--- config.mk ---
export PLATFORM = sky130hd
export DESIGN_NAME = fetch_stage
export DESIGN_NICKNAME = d
export VERILOG_FILES = /design/src/rtl/fetch_stage.sv
export SDC_FILE = /design/constraint.sdc
export NUM_CORES = 1
export LEC_CHECK = 0
export ABC_AREA = 1
export ABC_CLOCK_PERIOD_IN_PS = 1900
export CORE_UTILIZATION = 42
export DETAILED_ROUTE_END_ITERATION = 12
export PLACE_DENSITY = 0.8
export SLEW_MARGIN = 40
export SYNTH_ARGS = -nofsm -noshare
export SYNTH_HDL_FRONTEND = slang
export SYNTH_SLANG_ARGS = --single-unit
--- constraint.sdc ---
create_clock -name clk -period 1.9 [get_ports clk]
set_input_delay 0.19 -clock clk [delete_from_list [all_inputs] [get_ports clk]]
set_output_delay 0.19 -clock clk [all_outputs]
set_load 0.01 [all_outputs]
--- src/rtl/fetch_stage.sv ---
// Instruction-fetch stage: owns the PC, drives the instruction-memory address and fills the IF/ID register.
// Define FETCH_PERF_CNT_EN to enable the fetch and redirect counters; otherwise both counter ports read zero.
module fetch_stage #(
    parameter logic [31:0] RESET_VECTOR = 32'hBFC00000,
    parameter logic [31:0] NOP_INSTR    = 32'h00000013
) (
    input  logic        clk,
    input  logic        rst_n,
    output logic [31:0] imem_addr_o,
    input  logic [31:0] imem_rdata_i,
    input  logic        stall_i,
    input  logic        redirect_i,
    input  logic [31:0] redirect_target_i,
    output logic [31:0] pc_id_o,
    output logic [31:0] pc_plus4_id_o,
    output logic [31:0] instr_id_o,
    output logic        valid_id_o,
    output logic        fault_o,
    output logic [31:0] fault_pc_o,
    output logic [31:0] fetch_count_o,
    output logic [31:0] redirect_count_o
);

    logic [31:0] pc_q, pc_d;
    logic [31:0] pc_id_q, pc_id_d;
    logic [31:0] pc_plus4_id_q, pc_plus4_id_d;
    logic [31:0] instr_id_q, instr_id_d;
    logic        valid_id_q, valid_id_d;
    logic        fault_q, fault_d;
    logic [31:0] fault_pc_q, fault_pc_d;
    logic        advance;

    // A redirect squashes the fetch in flight and wins over a stall.
    assign advance = ~redirect_i & ~stall_i;

    always_comb begin
        pc_d          = pc_q;
        pc_id_d       = pc_id_q;
        pc_plus4_id_d = pc_plus4_id_q;
        instr_id_d    = instr_id_q;
        valid_id_d    = valid_id_q;
        fault_d       = fault_q;
        fault_pc_d    = fault_pc_q;
        if (redirect_i) begin
            pc_d       = {redirect_target_i[31:2], 2'b00};
            instr_id_d = NOP_INSTR;
            valid_id_d = 1'b0;
            if ((redirect_target_i[1:0] != 2'b00) && !fault_q) begin
                fault_d    = 1'b1;
                fault_pc_d = redirect_target_i;
            end
        end else if (advance) begin
            pc_d          = pc_q + 32'd4;
            pc_id_d       = pc_q;
            pc_plus4_id_d = pc_q + 32'd4;
            instr_id_d    = imem_rdata_i;
            valid_id_d    = 1'b1;
        end
    end

    always_ff @(posedge clk) begin
        if (!rst_n) begin
            pc_q          <= RESET_VECTOR;
            pc_id_q       <= 32'h0;
            pc_plus4_id_q <= 32'h4;
            instr_id_q    <= NOP_INSTR;
            valid_id_q    <= 1'b0;
            fault_q       <= 1'b0;
            fault_pc_q    <= 32'h0;
        end else begin
            pc_q          <= pc_d;
            pc_id_q       <= pc_id_d;
            pc_plus4_id_q <= pc_plus4_id_d;
            instr_id_q    <= instr_id_d;
            valid_id_q    <= valid_id_d;
            fault_q       <= fault_d;
            fault_pc_q    <= fault_pc_d;
        end
    end

`ifdef FETCH_PERF_CNT_EN
    logic [31:0] fetch_count_q, fetch_count_d;
    logic [31:0] redirect_count_q, redirect_count_d;

    always_comb begin
        fetch_count_d    = fetch_count_q;
        redirect_count_d = redirect_count_q;
        if (redirect_i) begin
            redirect_count_d = redirect_count_q + 32'd1;
        end else if (advance) begin
            fetch_count_d = fetch_count_q + 32'd1;
        end
    end

    always_ff @(posedge clk) begin
        if (!rst_n) begin
            fetch_count_q    <= 32'h0;
            redirect_count_q <= 32'h0;
        end else begin
            fetch_count_q    <= fetch_count_d;
            redirect_count_q <= redirect_count_d;
        end
    end

    assign fetch_count_o    = fetch_count_q;
    assign redirect_count_o = redirect_count_q;
`else
    assign fetch_count_o    = 32'h0;
    assign redirect_count_o = 32'h0;
`endif

    assign imem_addr_o   = pc_q;
    assign pc_id_o       = pc_id_q;
    assign pc_plus4_id_o = pc_plus4_id_q;
    assign instr_id_o    = instr_id_q;
    assign valid_id_o    = valid_id_q;
    assign fault_o       = fault_q;
    assign fault_pc_o    = fault_pc_q;

endmodule
== Yosys cells after proc, flatten, opt, wreduce, memory -nomap -nowiden ==
Index checks and enable logic that the tools add are counted.
Operators by class
  bitwise gates (word level): 4
  reduce and logical (&&, ||, !) cells: 7
  add/subtract/negate cells: 1
  multiplexer cells: 2
Operators by type and width (count)
  32-bit two-way mux: 2
  32-bit by 3-bit adder with 32-bit output (second input constant): 1
  2-bit AND reduction: 2
  2-bit nonzero test: 2
  1-bit NOT: 3
  2-bit OR reduction: 1
  1-bit bitwise AND: 1
  1-bit logical AND: 1
  1-bit zero test: 1
Storage, ports and cells
  word-level logic and storage cells: 22
  register bits: 162
  input port bits: 68
  output and inout port bits: 226

== Logic depth before layout (Yosys ltp) ==
  depth after elaboration: 4
  gate-level depth with buffers: 10

== Worst setup path before layout ==
Ideal clock, no wire load.
  path type: register to register
  start point: register pc_q[2], in the netlist imem_addr_o[2]
  end point: register pc_q[22], in the netlist imem_addr_o[22]
  buffers on the path: 0
  data arrival time: 1.435 ns
  clock period less this slack: 1.562 ns
  cell stages (with the launch flop): 9
  slack: 0.338 ns
  cell sequence: dfxtp_1 -> ha_1 -> nand3_1 -> nor2_1 -> nand3_2 -> nor2_1 -> nand2_1 -> nand3_1 -> o211ai_1
Between the ends
  longest elaborated chain between the ends: 3
RTL lines
  from (decl): RTL line 24  | logic [31:0] pc_q, pc_d;
  from (signal assigned): RTL line 71  | pc_q <= pc_d;
  32-bit by 3-bit adder with 32-bit output: RTL line 53  | pc_d = pc_q + 32'd4;
  32-bit two-way mux: RTL line 52  | end else if (advance) begin
  32-bit two-way mux: RTL line 44  | if (redirect_i) begin
Every way passes these cells. The select of a mux whose other input is x is not followed.
A chain may end at the register's enable or synchronous reset.

== Final worst setup path ==
  start point: register pc_q[4], in the netlist imem_addr_o[4]
  end point: output port imem_addr_o[4]
RTL lines
  to (decl): RTL line 9  | output logic [31:0] imem_addr_o,
No word-level cell between the ends.

==> reports/metrics.cfg <==
[yosys]
synth_cells = 928
ys_seq_elements = 156
yosysSeqAreaShare_pct = 46.4
synth_top_family_by_area = simple AND/OR/NAND/NOR gates
synth-simple-area-share_pct = 23.3
synth_largest_area_cell = dfxtp_1
synth_compound_area_share_pct = 15.3
synth_xor_area_share_pct = 1.17
synth.mux.area_fraction_pct = 0
synth_cell_type_count = 27
yosys-top-cells-area = dfxtp_1 46%, nand2_1 14%, buf_4 8.0%
netlist_area_um2 = 6740
synth-adder-area-share_pct = 0.186
netlist.area_leader.share_pct = 46.4
ys_warn_count = 0
synth_area_per_cell_um2 = 7.26

[setup_path]
critical-path-top-delay-family = buffers and inverters
r2r_cells = 7
r2r_start = imem_addr_o[2]$_SDFFE_PN0P_
cp-end-kind = primary output
cp.required_ns = 1.71
critPathBufInv = 2
worstPathCellList = buf_4 -> clkdlybuf4s50_1
crit_path_max_incr_delay_ns = 0.54
rr_endpoint = pc_plus4_id_o[24]$_SDFFE_PN0P_
crit_fanout = 7
crit_type = reg2out
crit_path_start_kind = flip-flop
arrival_ns = 1.63
cp_slowest_cell = clkdlybuf4s50_1
r2r_setup_slack_ns = 0.20

[power]
p_clk_share_pct = 42.2
seq_power_share_pct = 42.8
p_sw_mw = 2.06
p_leak_nw = 3.90
ir_worst_vdd_mv = 0.579
p_int_mw = 6.33
swShare_pct = 24.6
power.density_nw_per_um2 = 870
pwr-share-comb_pct = 15.0

[die]
rows = 45
die_height_um = 129
die_area_um2 = 16500
fp.coreArea_um2 = 15400
initial_core_util_pct = 43.7
die_x_um = 129
ios = 294

[cts]
cts_sinks = 156
clk_transition_reported_paths_ns = 0.06
cts_tree = built
h-tree-depth = 4
clock_path_buffers = 2
cts-root-buf = clkbuf_16
clk-insertion-delay-late_ns = 0.42
numCtsBuffers = 17
cts_setup_buffers = 0

[worst_hold_path]
holdPathStages = 3
worstHoldStart = imem_rdata_i[2]
hold_path_class = in2reg
hold_end = instr_id_o[2]$_SDFFE_PP0P_

[cells_and_area]
area.growth.synth_to_final_pct = 43.2
fin_nets = 1218
drive_gt1_share_pct = 6.30
diodes = 0

[global_routing]
grt_antenna_before_repair = 0
grt_pass1_vias = 6502
grt_usage_pct = 25.6
grt_pass1_wl_um = 32800
overflow = 0
grt_max_degree = 63

[drt]
drtIter0Drc = 473
wl_um = 20800
drc_errors = 0
firstDrtPassIters = 5
wl_per_cell_um = 15.2
num_vias = 6657
antenna_left = 0
viasPerCell = 4.86

[timing]
drv_slew = 0
hold_slack_ns = 0.348
final.setup_skew_ns = 0.00899
post-route-min-period_ns = 1.82
fmaxAchievable_mhz = 550
timing.setup.tns_ns = 0
setup_viol = 0
period_share_pct = 95.7
finalHoldViolations = 0
grt_setup_unrepaired = false

[placed_design]
port_buffers = 223
place.gp.congestion = 0.916
dp.final_hpwl_um = 15200

[flow_run]
maxCapViolations = 0

[status]
outcome = finished clean

==> cells in the final DEF (no fill, tap or decap) <==
| cell | instances |
|---|---|
| a211oi_1 | 2 |
| nor2_2 | 7 |
| o211ai_1 | 2 |
| clkbuf_8 | 3 |
| inv_1 | 44 |
| a221oi_1 | 7 |
| dfxtp_1 | 156 |
| conb_1 | 70 |
| nand3_2 | 1 |
| nor3_1 | 1 |
| buf_4 | 23 |
| ha_1 | 1 |
| bufinv_16 | 4 |
| xor2_1 | 8 |
| o21a_1 | 1 |
| a31oi_1 | 7 |
| clkbuf_16 | 17 |
| clkdlybuf4s50_1 | 223 |
| or2_2 | 2 |
| nor2_1 | 117 |
| o21ai_0 | 74 |
| buf_12 | 5 |
| inv_2 | 3 |
| xnor2_1 | 1 |
| nand3_1 | 23 |
| o21ai_1 | 1 |
| clkinv_2 | 3 |
| a21oi_1 | 103 |
| nand2_2 | 2 |
| nor2_4 | 2 |
| clkinvlp_4 | 1 |
| nand2_1 | 244 |
==> tightest hold or removal path, cell delays in order <==
cell and delay, ns:
clkdlybuf4s50_1 0.40, nor2_1 0.10, nor2_1 0.05
==> stage by stage <==
stage | cell area, um2 | worst slack, ns | std cells | power [mW] | util [%]
2_1_floorplan | 6990 | 0.338 | 997 | 4.30 | -
3_3_place_gp | 9030 | 0.136 | 1341 | 4.89 | 58.5
3_5_place_dp | 9030 | 0.0882 | 1341 | 4.91 | 58.5
4_1_cts | 9640 | 0.0749 | 1369 | 8.43 | 62.5
5_1_grt | 9640 | 0.0340 | 1369 | 8.72 | 62.5
6_report | 9640 | 0.0812 | 1369 | 8.39 | 62.5
==> how the worst max path moves through the flow <==
stage | depth (start not counted) | start | slack, ns | end
floorplan | 8 | imem_addr_o[2]$_SDFFE_PN0P_ | 0.34 | imem_addr_o[22]$_SDFFE_PN1P_
global placement | 8 | redirect_i | 0.14 | imem_addr_o[2]$_SDFFE_PN0P_
detailed placement | 6 | redirect_i | 0.09 | instr_id_o[9]$_SDFFE_PP0P_
CTS | 2 | imem_addr_o[4]$_SDFFE_PN0P_ | 0.07 | imem_addr_o[4]
global route | 2 | imem_addr_o[4]$_SDFFE_PN0P_ | 0.03 | imem_addr_o[4]
finish | 2 | imem_addr_o[4]$_SDFFE_PN0P_ | 0.08 | imem_addr_o[4]
==> flip-flops by register name, indices dropped and copies added (netlist names) <==
signal / count
fault_o: 1
fault_pc_o: 32
imem_addr_o: 30
instr_id_o: 32
pc_id_o: 30
pc_plus4_id_o: 30
valid_id_o: 1
==> power groups by stage <==
| stage | Clock [mW] | Combinational [mW] | Sequential, mW |
|---|---|---|---|
| after floorplan | 0 | 0.583 | 3.72 |
| after global placement | 0 | 1.24 | 3.65 |
| after detailed placement | 0 | 1.25 | 3.66 |
| after CTS | 3.58 | 1.26 | 3.59 |
| after global routing | 3.73 | 1.38 | 3.61 |
| final | 3.54 | 1.26 | 3.59 |
==> metal layers <==
metal	wire length [um]	GRT usage (%)
met1	8400	29.3
met2	10200	44.5
met3	1680	7.82
met4	527	9.83
met5	0	0
==> cells in the mapped netlist <==
cell type,n
a211oi_1,2
a21oi_1,103
a221oi_1,7
a31oi_1,7
buf_2,22
buf_4,72
clkbuf_1,24
conb_1,1
dfxtp_1,156
ha_1,1
inv_1,46
inv_2,1
nand2_1,244
nand2_2,2
nand3_1,23
nand3_2,1
nor2_1,119
nor2_2,6
nor2_4,1
nor3_1,1
o211ai_1,2
o21a_1,1
o21ai_0,74
o21ai_1,1
or2_2,2
xnor2_1,1
xor2_1,8
==> what timing repair did <==
action	CTS	global route
endpoints found under the setup margin	0	3
hold buffers	0	0
gates resized for setup	0	1
==> logic make-up (layout without fill, tap and decap cells) <==
logic type | after synthesis | after routing
compound gates | 197 | 197
xor+xnor | 9 | 9
fa+ha+maj | 1 | 1
buf+inv | 165 | 326
flops | 156 | 156
other cells | 1 | 70
simple gates | 399 | 399
==> area by class of cell <==
| type | count | area, um2 |
|---|---|---|
| Fill cell | 1389 | 5790 |
| Sequential cell | 156 | 3120 |
| Multi-Input combinational cell | 676 | 2960 |
| Timing Repair Buffer | 251 | 2500 |
| Clock buffer | 20 | 467 |
| Tap cell | 211 | 264 |
| Inverter | 47 | 176 |
| Clock inverter | 8 | 143 |
Note: power is estimated with default switching activity, not from simulation.
